## config.mk

```make
export PLATFORM = sky130hd
export DESIGN_NAME = x1_sram_arbiter
export DESIGN_NICKNAME = d
export VERILOG_FILES = /design/src/rtl/x1_sram_arbiter.sv
export SDC_FILE = /design/constraint.sdc
export NUM_CORES = 1
export LEC_CHECK = 0
export ABC_CLOCK_PERIOD_IN_PS = 3800
export BUFFER_PORTS_ARGS = -buffer_cell sky130_fd_sc_hd__buf_2
export CAP_MARGIN = 20
export CORE_AREA = 5 5 99 101
export CTS_CLUSTER_DIAMETER = 100
export CTS_CLUSTER_SIZE = 14
export DETAILED_ROUTE_END_ITERATION = 8
export DIE_AREA = 0 0 104 106
export PLACE_DENSITY = 0.83
export SYNTH_ARGS = -nofsm -noshare
export SYNTH_HDL_FRONTEND = slang
export SYNTH_SLANG_ARGS = --single-unit
```

## constraint.sdc

```tcl
create_clock -name I_CLK -period 3.8 [get_ports I_CLK]
set_clock_uncertainty 0.1 [all_clocks]
set_input_delay 0.38 -clock I_CLK [delete_from_list [all_inputs] [get_ports I_CLK]]
set_output_delay 0.38 -clock I_CLK [all_outputs]
set_load 0.01 [all_outputs]
```

## src/rtl/x1_sram_arbiter.sv

```systemverilog
// Arbiter sharing one 8-bit SRAM between the CPU bus and the three-plane GRAM fetcher.
// Round-robin on contention; every SRAM cycle is sequenced by a single FSM.
module x1_sram_arbiter #(
    parameter int unsigned ACC_CYC = 2,
    parameter logic [17:0] GB_BASE = 18'h10000,
    parameter logic [17:0] GR_BASE = 18'h14000,
    parameter logic [17:0] GG_BASE = 18'h18000
) (
    input  logic        I_CLK,
    input  logic        I_RESET,
    input  logic        I_CPU_REQ,
    input  logic        I_CPU_WE,
    input  logic [17:0] I_CPU_A,
    input  logic [7:0]  I_CPU_D,
    output logic [7:0]  O_CPU_D,
    output logic        O_CPU_ACK,
    input  logic        I_VID_REQ,
    input  logic [13:0] I_VID_A,
    output logic [7:0]  O_VID_B,
    output logic [7:0]  O_VID_R,
    output logic [7:0]  O_VID_G,
    output logic        O_VID_VALID,
    output logic        O_VID_MISS,
    output logic [17:0] O_SRAM_A,
    output logic [7:0]  O_SRAM_D,
    input  logic [7:0]  I_SRAM_D,
    output logic        O_SRAM_OE,
    output logic        O_SRAM_WE
);

    typedef enum logic [3:0] {
        IDLE, VID_B, VID_R, VID_G, VID_DONE, CPU_RD, CPU_WR, CPU_REC, CPU_DONE
    } state_t;

    typedef enum logic {LG_CPU, LG_VID} grant_t;

    state_t      state, state_nxt;
    grant_t      last_grant;
    logic [2:0]  cnt;
    logic        vid_pend;
    logic [13:0] vaddr;
    logic [17:0] cpu_a_q;
    logic [7:0]  cpu_d_q;
    logic [7:0]  vb_q, vr_q;

    logic        vid_busy, vid_accept, vid_want, acc_last, arb_en;
    logic        grant_vid, grant_cpu;
    logic [13:0] va_src;
    logic [17:0] ca_src;
    logic [7:0]  cd_src;
    logic [17:0] sram_a_d;
    logic [7:0]  sram_d_d;
    logic        oe_d, we_d;

    // VID_DONE arbitrates like IDLE so a waiting CPU gets the bus with no idle gap
    always_comb begin
        vid_busy   = (state == VID_B) || (state == VID_R) ||
                     (state == VID_G) || (state == VID_DONE);
        vid_accept = I_VID_REQ && !vid_pend && !vid_busy;
        vid_want   = vid_pend || vid_accept;
        acc_last   = (cnt == 3'(ACC_CYC - 1));
        arb_en     = (state == IDLE) || (state == VID_DONE);
        grant_vid  = arb_en && vid_want && (!I_CPU_REQ || last_grant == LG_CPU);
        grant_cpu  = arb_en && I_CPU_REQ && !grant_vid;
        va_src     = vid_accept ? I_VID_A : vaddr;
        ca_src     = grant_cpu ? I_CPU_A : cpu_a_q;
        cd_src     = grant_cpu ? I_CPU_D : cpu_d_q;
    end

    always_comb begin
        state_nxt = state;
        case (state)
            IDLE, VID_DONE: begin
                if (grant_vid)
                    state_nxt = VID_B;
                else if (grant_cpu)
                    state_nxt = I_CPU_WE ? CPU_WR : CPU_RD;
                else
                    state_nxt = IDLE;
            end
            VID_B:    if (acc_last) state_nxt = VID_R;
            VID_R:    if (acc_last) state_nxt = VID_G;
            VID_G:    if (acc_last) state_nxt = VID_DONE;
            CPU_RD:   if (acc_last) state_nxt = CPU_DONE;
            CPU_WR:   if (acc_last) state_nxt = CPU_REC;
            CPU_REC:  state_nxt = CPU_DONE;
            CPU_DONE: state_nxt = IDLE;
            default:  state_nxt = IDLE;
        endcase
    end

    // SRAM pins are registered from the next state; idle/recovery hold address and data
    always_comb begin
        sram_a_d = O_SRAM_A;
        sram_d_d = O_SRAM_D;
        oe_d     = 1'b0;
        we_d     = 1'b0;
        case (state_nxt)
            VID_B: begin
                sram_a_d = GB_BASE | {4'b0, va_src};
                oe_d     = 1'b1;
            end
            VID_R: begin
                sram_a_d = GR_BASE | {4'b0, va_src};
                oe_d     = 1'b1;
            end
            VID_G: begin
                sram_a_d = GG_BASE | {4'b0, va_src};
                oe_d     = 1'b1;
            end
            CPU_RD: begin
                sram_a_d = ca_src;
                oe_d     = 1'b1;
            end
            CPU_WR: begin
                sram_a_d = ca_src;
                sram_d_d = cd_src;
                we_d     = 1'b1;
            end
            default: ;
        endcase
    end

    always_ff @(posedge I_CLK) begin
        if (I_RESET) begin
            state       <= IDLE;
            last_grant  <= LG_CPU;
            cnt         <= '0;
            vid_pend    <= 1'b0;
            vaddr       <= '0;
            cpu_a_q     <= '0;
            cpu_d_q     <= '0;
            vb_q        <= '0;
            vr_q        <= '0;
            O_CPU_D     <= '0;
            O_CPU_ACK   <= 1'b0;
            O_VID_B     <= '0;
            O_VID_R     <= '0;
            O_VID_G     <= '0;
            O_VID_VALID <= 1'b0;
            O_VID_MISS  <= 1'b0;
            O_SRAM_A    <= '0;
            O_SRAM_D    <= '0;
            O_SRAM_OE   <= 1'b0;
            O_SRAM_WE   <= 1'b0;
        end else begin
            state <= state_nxt;
            cnt   <= (state_nxt != state) ? 3'd0 : cnt + 3'd1;

            if (grant_vid)
                vid_pend <= 1'b0;
            else if (vid_accept)
                vid_pend <= 1'b1;
            if (vid_accept)
                vaddr <= I_VID_A;
            O_VID_MISS <= I_VID_REQ && !vid_accept;

            if (grant_vid)
                last_grant <= LG_VID;
            else if (grant_cpu)
                last_grant <= LG_CPU;
            if (grant_cpu) begin
                cpu_a_q <= I_CPU_A;
                cpu_d_q <= I_CPU_D;
            end

            if (state == VID_B && acc_last)
                vb_q <= I_SRAM_D;
            if (state == VID_R && acc_last)
                vr_q <= I_SRAM_D;
            // all three planes are published together with the valid strobe
            if (state == VID_G && acc_last) begin
                O_VID_B <= vb_q;
                O_VID_R <= vr_q;
                O_VID_G <= I_SRAM_D;
            end
            O_VID_VALID <= (state_nxt == VID_DONE);

            if (state == CPU_RD && acc_last)
                O_CPU_D <= I_SRAM_D;
            O_CPU_ACK <= (state_nxt == CPU_DONE);

            O_SRAM_A  <= sram_a_d;
            O_SRAM_D  <= sram_d_d;
            O_SRAM_OE <= oe_d;
            O_SRAM_WE <= we_d;
        end
    end

endmodule

```

; Word level (Yosys, flattened, before mapping)
; Index checks and enable logic that the tools add are counted.
[op_classes]
addsub = 1
eq_ne = 16
mux = 17
n_bitwise = 1
n_reduce_logical = 30
[op_table]
columns = cell, count
row1 = 18-bit one-hot mux with 4 select lines, 1
row2 = 4-bit by 3-bit equality test with 1-bit output (second input constant), 7
row3 = 4-bit one-hot mux with 7 select lines, 1
row4 = 4-bit 2-to-1 mux, 5
row5 = 18-bit 2-to-1 mux, 1
row6 = 4-bit by 2-bit equality test with 1-bit output (second input constant), 4
row7 = 14-bit 2-to-1 mux, 1
row8 = 1-bit logical AND, 11
row9 = 4-bit by 1-bit equality test with 1-bit output (second input constant), 2
row10 = 8-bit 2-to-1 mux, 1
row11 = 2-bit OR reduction, 4
row12 = 1-bit logical OR, 6
row13 = 3-bit 2-to-1 mux, 2
row14 = 1-bit logical NOT, 5
row15 = 4-bit equality test (second input constant), 1
row16 = 4-bit logical NOT, 1
row17 = 1-bit 2-to-1 mux, 4
row18 = 4-bit != test, 1
row19 = 4-bit nonzero test, 1
row20 = 4-bit OR reduction, 1
row21 = 3-bit by 1-bit adder with 3-bit output (second input constant), 1
row22 = 3-bit by 1-bit equality test with 1-bit output (second input constant), 1
row23 = 2-bit 2-to-1 mux, 1
row24 = 2-bit nonzero test, 1
row25 = 1-bit inverter, 1
[totals]
reg_bits = 128
in_bits = 53
output_inout_bits = 63

; Depth between registers and ports, before layout
; Gate-level depths: netlist of the first run.
[logic_depth]
depth_word = 17
mapped_depth = 12

; Worst setup path after synthesis of the first run
; OpenSTA, ideal clock, no wires.
[synth_timing]
kind = register to register
startpoint = reg cnt[0]
endpoint = reg O_SRAM_A[5]
arrival_time_ns = 2.264
slack_ns = 1.320
path_stages_with_launch = 11
cell_sequence = dfxtp_1 ha_1 or2b_4 o32a_1 and3_4 buf_6 a211o_1 buf_6 buf_12 mux2i_1 a22o_1
[synth_between]
elab_chain_len = 6
word_cells_on_any_way = 15
classes_between = eq/ne: 6 / mux: 7 / reduce/logical: 2
[synth_rtl]
columns = element, line
row1 = start: declaration, 39  ; logic [2:0] cnt;
row2 = start signal: assignment, 148  ; cnt <= (state_nxt != state) ? 3'd0 : cnt + 3'd1;
row3 = 3-bit by 1-bit equality test with 1-bit output (*), 61  ; acc_last = (cnt == 3'(ACC_CYC - 1));
row4 = "4-bit 2-to-1 mux, on equally long branches", -
row5 = 4-bit one-hot mux with 7 select lines (*), 72  ; case (state)
row6 = 4-bit by 3-bit equality test with 1-bit output, 98  ; case (state_nxt)
row7 = 2-bit OR reduction (no line), -
row8 = 18-bit one-hot mux with 4 select lines / 4-bit nonzero test (equally long branches), -
row9 = end signal: assignment, 183  ; O_SRAM_A <= sram_a_d;
row10 = end: declaration, 24  ; output logic [17:0] O_SRAM_A,
; Every way passes the cells marked *; elsewhere a longest branch is shown, timed or not.
; A chain may end at the register's enable or synchronous reset.

; Final worst setup path of the first run
[layout_timing]
startpoint = reg state[3]
endpoint = reg O_SRAM_A[2]
[layout_between]
elab_chain_len = 17
word_cells_on_any_way = 39
classes_between = eq/ne: 12 / mux: 11 / reduce/logical: 16
[layout_rtl]
columns = element, line
row1 = start: declaration, 37  ; state_t state, state_nxt;
row2 = start signal: assignment, 147  ; state <= state_nxt;
row3 = 4-bit by 1-bit equality test with 1-bit output / 4-bit by 2-bit equality test with 1-bit output (equally long branches), "57, 72"
row4 = 1-bit logical OR (2 in a row), 57  ; vid_busy = (state == VID_B) || (state == VID_R) ||
row5 = 1-bit logical OR, 58  ; (state == VID_G) || (state == VID_DONE);
row6 = 1-bit logical NOT, 59  ; vid_accept = I_VID_REQ && !vid_pend && !vid_busy;
row7 = 1-bit logical AND, 59
row8 = 1-bit logical OR, 60  ; vid_want = vid_pend || vid_accept;
row9 = 1-bit logical AND (2 in a row), 63  ; grant_vid = arb_en && vid_want && (!I_CPU_REQ || last_grant == LG_CPU);
row10 = 1-bit logical NOT, 64  ; grant_cpu = arb_en && I_CPU_REQ && !grant_vid;
row11 = 1-bit logical AND, 64
row12 = 3-bit 2-to-1 mux, 76  ; else if (grant_cpu)
row13 = 3-bit 2-to-1 mux, 74  ; if (grant_vid)
row14 = 4-bit one-hot mux with 7 select lines, 72
row15 = 4-bit by 3-bit equality test with 1-bit output, 98
row16 = 2-bit OR reduction (no line), -
row17 = 18-bit one-hot mux with 4 select lines / 4-bit nonzero test (equally long branches), -
; Parallel ways exist; a longest one is shown, timed or not.

==> results.yml, run 1 <==
outcome:
  status: "complete, no violations"
cts:
  cts_buffer_depth: 2
  cts_sinks: 128
  htreeDepth: 4
  holdBufCountCts: 0
  clk_pin_slew_worst_paths_ns: 0.06
  cts_buffers: 17
  ctsRootBufferMaster: "clkbuf_8"
  cts_tree: "yes"
  cts_resized: 0
  clkLatencyLatePin_ns: 0.50
  cts_setup_buffers: 0
worst_setup_path:
  r2r_slack_ns: 0.70
  path_class: "flop to flop"
  cpLargestDelayFamily: "compound AO/OA/AOI/OAI gates"
  start_kind: "flop"
  crit_slowest_cell: "a211o_1"
  crit_chain: "inv_1 > and3_1 > nand2_1 > buf_4 > o211a_1 > a211o_1 > mux2i_1 > a22o_1"
  worstPathMaxFanout: 17
  end_kind: "flop"
  timing.rr.start: "state[3]"
  cp.arrival_ns: 3.39
  cp_num_cells: 8
  critPathMaxStageDelay_ns: 0.66
  path_buf_inv: 2
  rr_worst_depth: 8
  worstPathRequired_ns: 4.10
  r2r-end: "O_SRAM_A[2]"
sta:
  whs_ns: 0.0334
  finalMaxSlewViolations: 0
  hold_viol_final: 0
  max_freq_ghz: 0.323
  tns_ns: 0
  slew_headroom_pct: 41.9
  worst_pin_slew_ns: 0.869
  finalCritPeriodShare_pct: 81.4
  setup_viol: 0
  rsz0062_at_grt: "no"
  min_period_ns: 3.10
global_route:
  grt_pass1_wl_mm: 19.3
  grt_max_degree: 70
  first_global_vias: 4132
  antenna_found_initial: 0
  gr-total-overflow: 0
  grt_use_total_pct: 21.2
worst_hold_path:
  hold_start: "I_VID_A[6]"
  whs_path_depth: 3
  hold_end: "vaddr[6]"
  hp-class: "input pin to flop"
yosys:
  synth_enable_flop_cells: 0
  synth_cell_types: 51
  netlist_area_sq_um: 4890
  ys_async_sr_fraction_pct: 0
  ys_seq_area_share_pct: 52.4
  synth_ff_type: "dfxtp_1"
  synth_seq_cells: 128
  postSynthCellCount: 503
  yosysWarnings: 0
  synth_fp_nets: 558
  avgSynthCellArea_sq_um: 9.72
route:
  dr.pass1.iters: 4
  wl_met1_mm: 4.73
  wl_met3_microns: 778
  wl_per_cell_microns: 15.8
  route.detailed.drc: 0
  drt-total-wl_mm: 11.5
  via_count: 3953
  dr.max_layer_used: "met4"
  final_antenna_net_count: 0
  met2_length_mm: 5.94
  via_per_inst: 5.41
  drtIter0Drc: 177
power_and_ir_drop:
  powerDensity_nw_per_um2: 717
  ir_drop_mv: 0.402
  p_leak_nw: 2.88
  power_mw: 4.32
floorplan:
  core_area_sq_um: 8930
  dieWidth_microns: 104
  die_area_sq_um: 11000
  die_h_microns: 106
  initial_utilization_pct: 54.7
  row_count: 35
  io_pins: 116
layout:
  final_cells: 731
  final_cell_mix: "dfxtp_1 (128), buf_2 (114), nor2_1 (75)"
  utilization_pct: 67.4
  final_common_cell: "dfxtp_1"
  diodes: 0
  nets: 662
  syn_to_final_growth_pct: 23.1
  drive_gt1_share_pct: 26.6
placed_design:
  gp_congestion: 0.897
  portBuffers: 115
  place_hpwl_mm: 8.02
  dpl.cell_count: 699
job:
  drv_cap: 0
[worst max path at each step]
stage	slack, ns	end	startpoint
CTS	0.76	O_SRAM_A[2]	state[3]
global placement	0.94	O_SRAM_A[11]	state[3]
floorplan	1.32	O_SRAM_A[5]	cnt[0]
global route	0.55	O_SRAM_A[12]	state[3]
finish	0.70	O_SRAM_A[2]	state[3]
detailed placement	0.81	O_SRAM_A[12]	state[3]
[sequential cells by signal, indices dropped and copies added, names as in the netlist]
signal	cells
O_VID_B	8
vb_q	8
cnt	3
O_VID_VALID	1
vaddr	14
cpu_a_q	18
O_SRAM_D	8
O_VID_MISS	1
cpu_d_q	8
vid_pend	1
O_VID_R	8
O_CPU_D	8
O_CPU_ACK	1
state	4
vr_q	8
O_SRAM_WE	1
O_SRAM_OE	1
O_VID_G	8
O_SRAM_A	18
last_grant	1
[worst min-delay path: stages]
cell and delay (ns):
buf_2 0.07, mux2i_1 0.07, nor2_1 0.08
[where the power goes]
| group | leakage (nW) | switching, mW | internal, mW | total [mW] |
|---|---|---|---|---|
| logic | 1.57 | 0.644 | 0.482 | 1.13 |
| registers | 1.04 | 0.125 | 1.55 | 1.67 |
| clock network | 0.274 | 0.606 | 0.913 | 1.52 |
| total | 2.88 | 1.38 | 2.94 | 4.32 |
[per-stage QoR]
| step | setup WS, ns | instance area [sq um] |
|---|---|---|
| after floorplan | 1.32 | 4890 |
| after global placement | 0.938 | 5450 |
| after detailed placement | 0.810 | 5450 |
| after CTS | 0.759 | 6020 |
| after global routing | 0.550 | 6020 |
| final | 0.705 | 6020 |
[cell families (layout without fill, tap and decap cells)]
group | Yosys count | count (layout) | share of synthesized area (%)
AND/OR/NAND/NOR | 176 | 176 | 15.7
buffers and inverters | 39 | 156 | 4.48
AO/OA/AOI/OAI | 84 | 84 | 11.8
flip-flops | 128 | 128 | 52.4
adder cells (fa/ha/maj) | 2 | 2 | 0.512
XOR/XNOR | 3 | 3 | 0.537
multiplexers | 71 | 71 | 14.5
[layout make-up]
cell class                 count  area [sq um]
multi-input combinational    336          2120
sequential                   128          2560
clock inverter                13           126
fill                         697          2910
clock buffer                  19           442
tap                          111           139
timing repair buffer         121           623
inverter                       3          11.3
[layer usage]
metal / global-route usage [%] / up-vias
li1: - / 1945
met5: 0 / -
met3: 6.74 / 7
met2: 36.3 / 136
met1: 24.8 / 1865
met4: 7.59 / 0
[synth_stat cells, types with 2 or more instances]
cell | count | area [sq um]
nor2b_1 | 4 | 25.0
and3_1 | 4 | 25.0
a21oi_2 | 2 | 17.5
a21oi_1 | 33 | 165
nor2_1 | 75 | 282
buf_6 | 5 | 56.3
o211ai_1 | 3 | 22.5
nor2_2 | 2 | 12.5
a211oi_1 | 9 | 67.6
mux2i_1 | 71 | 711
a22o_1 | 15 | 131
nor3_1 | 4 | 20.0
o211a_1 | 2 | 20.0
a21o_2 | 2 | 17.5
o21ai_0 | 4 | 20.0
inv_1 | 3 | 11.3
nand3_1 | 11 | 55.1
nand2_1 | 61 | 229
xnor2_1 | 2 | 17.5
ha_1 | 2 | 25.0
buf_2 | 8 | 40.0
dfxtp_1 | 128 | 2560
a22oi_1 | 2 | 15.0
nand4_1 | 3 | 18.8
clkbuf_1 | 19 | 71.3
buf_1 | 2 | 7.51
a221oi_1 | 3 | 26.3
Power figures use the tool's default switching activity.
==> run 2, diff against run 1 <==
- ABC_AREA: default -> 1
- ABC_CLOCK_PERIOD_IN_PS: 3800 -> 3200
- CORE_AREA: 5 5 99 101 -> 5 5 104 106
- DIE_AREA: 0 0 104 106 -> 0 0 109 111
- PLACE_DENSITY: 0.83 -> 0.78
- clock period: 3.8 -> 3.2 ns (I/O delays scaled with it)
==> run 2 against run 1 <==
  * Global-route usage grew 1.8 points
  * Critical endpoint is now O_SRAM_A[0]
  * Sequential power grew 22%
  * Synthesized cell count grew 32%
  * Non-clock buffer count grew 35
  * Clock power grew 41%
  * Combinational power grew 110%
  * Largest cell class unchanged
  * Sequential cell count is the same
==> results.yml, run 2 <==
layout:
  top_regs: "O_SRAM_A x18, cpu_a_q x18, vaddr x14"
  seq_area_sq_um: 2560
  nets: 861
  multi_input_area_sq_um: 2280
  diodes: 0
  final_cells: 951
  drive_gt1_share_pct: 23.6
  syn_to_final_growth_pct: 32.4
  final_cell_mix: "nand2_1 (149), dfxtp_1 (128), nor2_1 (128)"
  fill_cells: 729
  final_common_cell: "nand2_1"
  utilization_pct: 69.8
sta:
  tns_ns: 0
  rsz0062_at_grt: "no"
  slew_headroom_pct: 50.7
  finalMaxSlewViolations: 0
  worst_pin_slew_ns: 0.740
  min_period_ns: 2.85
  hold_viol_final: 0
  setup_viol: 0
  layout_setup_ws_ns: 0.347
  finalCritPeriodShare_pct: 89.2
  max_freq_ghz: 0.350
yosys:
  yosys.area.top_type: "dfxtp_1"
  yosysMostFrequentCell: "nand2_1"
  synth_common_cells: "nand2_1 (149), dfxtp_1 (128), nor2_1 (128), a21oi_1 (58), o21ai_0 (43)"
  avgSynthCellArea_sq_um: 7.71
  synth_ff_type: "dfxtp_1"
  synth_enable_flop_cells: 0
  postSynthCellCount: 663
  netlist_area_sq_um: 5110
  yosys-top-cells-area: "dfxtp_1 (50%), nand2_1 (11%), nor2_1 (9.4%)"
  synth_cell_types: 31
  synth_fp_nets: 718
  synth_seq_cells: 128
  ys_async_sr_fraction_pct: 0
  ys_seq_area_share_pct: 50.2
  netlist.area_leader.share_pct: 50.2
  yosysWarnings: 0
global_route:
  gr-total-overflow: 0
  first_global_vias: 4660
  grt_max_degree: 72
  antenna_found_initial: 0
  grt_use_total_pct: 22.9
  grt_pass1_wl_mm: 22.3
placed_design:
  post-place-ws_ns: 0.515
  place_hpwl_mm: 8.57
  portBuffers: 115
  dpl.cell_count: 885
  gp_congestion: 0.875
floorplan:
  die_h_microns: 111
  initial_utilization_pct: 52.8
  dieWidth_microns: 109
  die_area_sq_um: 12100
  core_area_sq_um: 9680
  row_count: 36
  io_pins: 116
worst_setup_path:
  cp_num_cells: 14
  cp.arrival_ns: 3.15
  critPathMaxStageDelay_ns: 0.38
  start_kind: "flop"
  path_buf_inv: 2
  rr_worst_depth: 14
  cp-startpoint: "state[2]"
  worstPathRequired_ns: 3.50
  worstPathMaxFanout: 28
  cpLargestDelayFamily: "simple AND/OR/NAND/NOR gates"
  crit_chain: "inv_2 > nor2_1 > nand2_1 > nand3_4 > nand2_4 > nand3_4 > nand2_4 > nand2_4 > nand3_4 > buf_4 > nand2_4 > nand2_1 > nor2_1 > nor2_1"
  path_common_cell: "nand2_4"
  crit_slowest_cell: "dfxtp_1"
  timing.rr.start: "state[2]"
  end_kind: "flop"
  path_class: "flop to flop"
worst_hold_path:
  hold_start: "I_VID_A[5]"
  hp-class: "input pin to flop"
  whs_path_depth: 3
cts:
  htreeDepth: 4
  ctsRootBufferMaster: "clkbuf_8"
  clkLatencyLatePin_ns: 0.52
  cts_buffer_depth: 2
  cts_sinks: 128
  cts_resized: 0
  cts_tree: "yes"
  clk_pin_slew_worst_paths_ns: 0.06
  cts_buffers: 17
route:
  drt-total-wl_mm: 13.6
  drtIter0Drc: 375
  via_per_inst: 5.16
  route.detailed.drc: 0
  wl_per_cell_microns: 14.3
  final_antenna_net_count: 0
  dr.pass1.iters: 5
  via_count: 4907
job:
  drv_cap: 0
power_and_ir_drop:
  ir_drop_mv: 0.566
  p_leak_nw: 3.23
  powerDensity_nw_per_um2: 966
outcome:
  status: "complete, no violations"
[run 2: through the flow]
stage | power [mW] | hold slack (ns) | instance area, sq um
final | 6.53 | 0.0211 | 6760
after floorplan | 3.84 | 0.321 | 5110
after detailed placement | 4.28 | 0.342 | 5750
after global placement | 4.20 | 0.330 | 5750
after CTS | 6.50 | 0.00155 | 6760
after global routing | 6.93 | 0.0253 | 6760
[run 2: per-layer routing]
| metal | track usage (%) | up-vias | share of wire [%] |
|---|---|---|---|
| met5 | 0 | - | 0 |
| met4 | 8.25 | 0 | 2.1 |
| met3 | 5.94 | 30 | 6.7 |
| met2 | 37.2 | 192 | 48 |
| met1 | 29.2 | 2276 | 43 |
| li1 | - | 2409 | - |
[run 2: final cells by class]
class / instances / area share (%)
Multi-Input combinational cell: 472 / 33.7
Tap cell: 133 / 2.46
Inverter: 31 / 1.74
Clock buffer: 21 / 6.79
Clock inverter: 10 / 3.05
Sequential cell: 128 / 37.9
Timing Repair Buffer: 156 / 14.4
[run 2: where the power goes]
part | leakage (nW) | internal [mW] | switching [mW] | total [mW]
registers | 1.04 | 1.90 | 0.133 | 2.04
clock network | 0.324 | 1.48 | 0.669 | 2.15
logic | 1.86 | 0.801 | 1.55 | 2.35
[run 2: tightest hold or removal path: cells and delay by family]
| family | cells | cell delay, ns |
|---|---|---|
| buffers and inverters | 1 | 0.08 |
| muxes | 1 | 0.08 |
| and+or+nand+nor | 1 | 0.11 |
[run 2: timing repair]
action | CTS | global route
setup buffers | 0 | 0
endpoints found under the hold margin | 38 | 0
hold buffers | 35 | 0
setup endpoints to repair | 0 | 0
[run 2: logic make-up after synthesis]
group,share of synthesized area [%]
simple gates,30.6
compound gates,10.3
xor+xnor,0.343
buf+inv,5.24
fa+ha+maj,0.490
flops,50.2
mux,2.94
[run 2: path summary, 6_finish.rpt]
kind                       to  slack [ns]
hold reg to reg        cnt[0]        0.35
hold / removal       vaddr[5]        0.02
setup reg to reg  O_SRAM_A[0]        0.35
setup / recovery  O_SRAM_A[0]        0.35
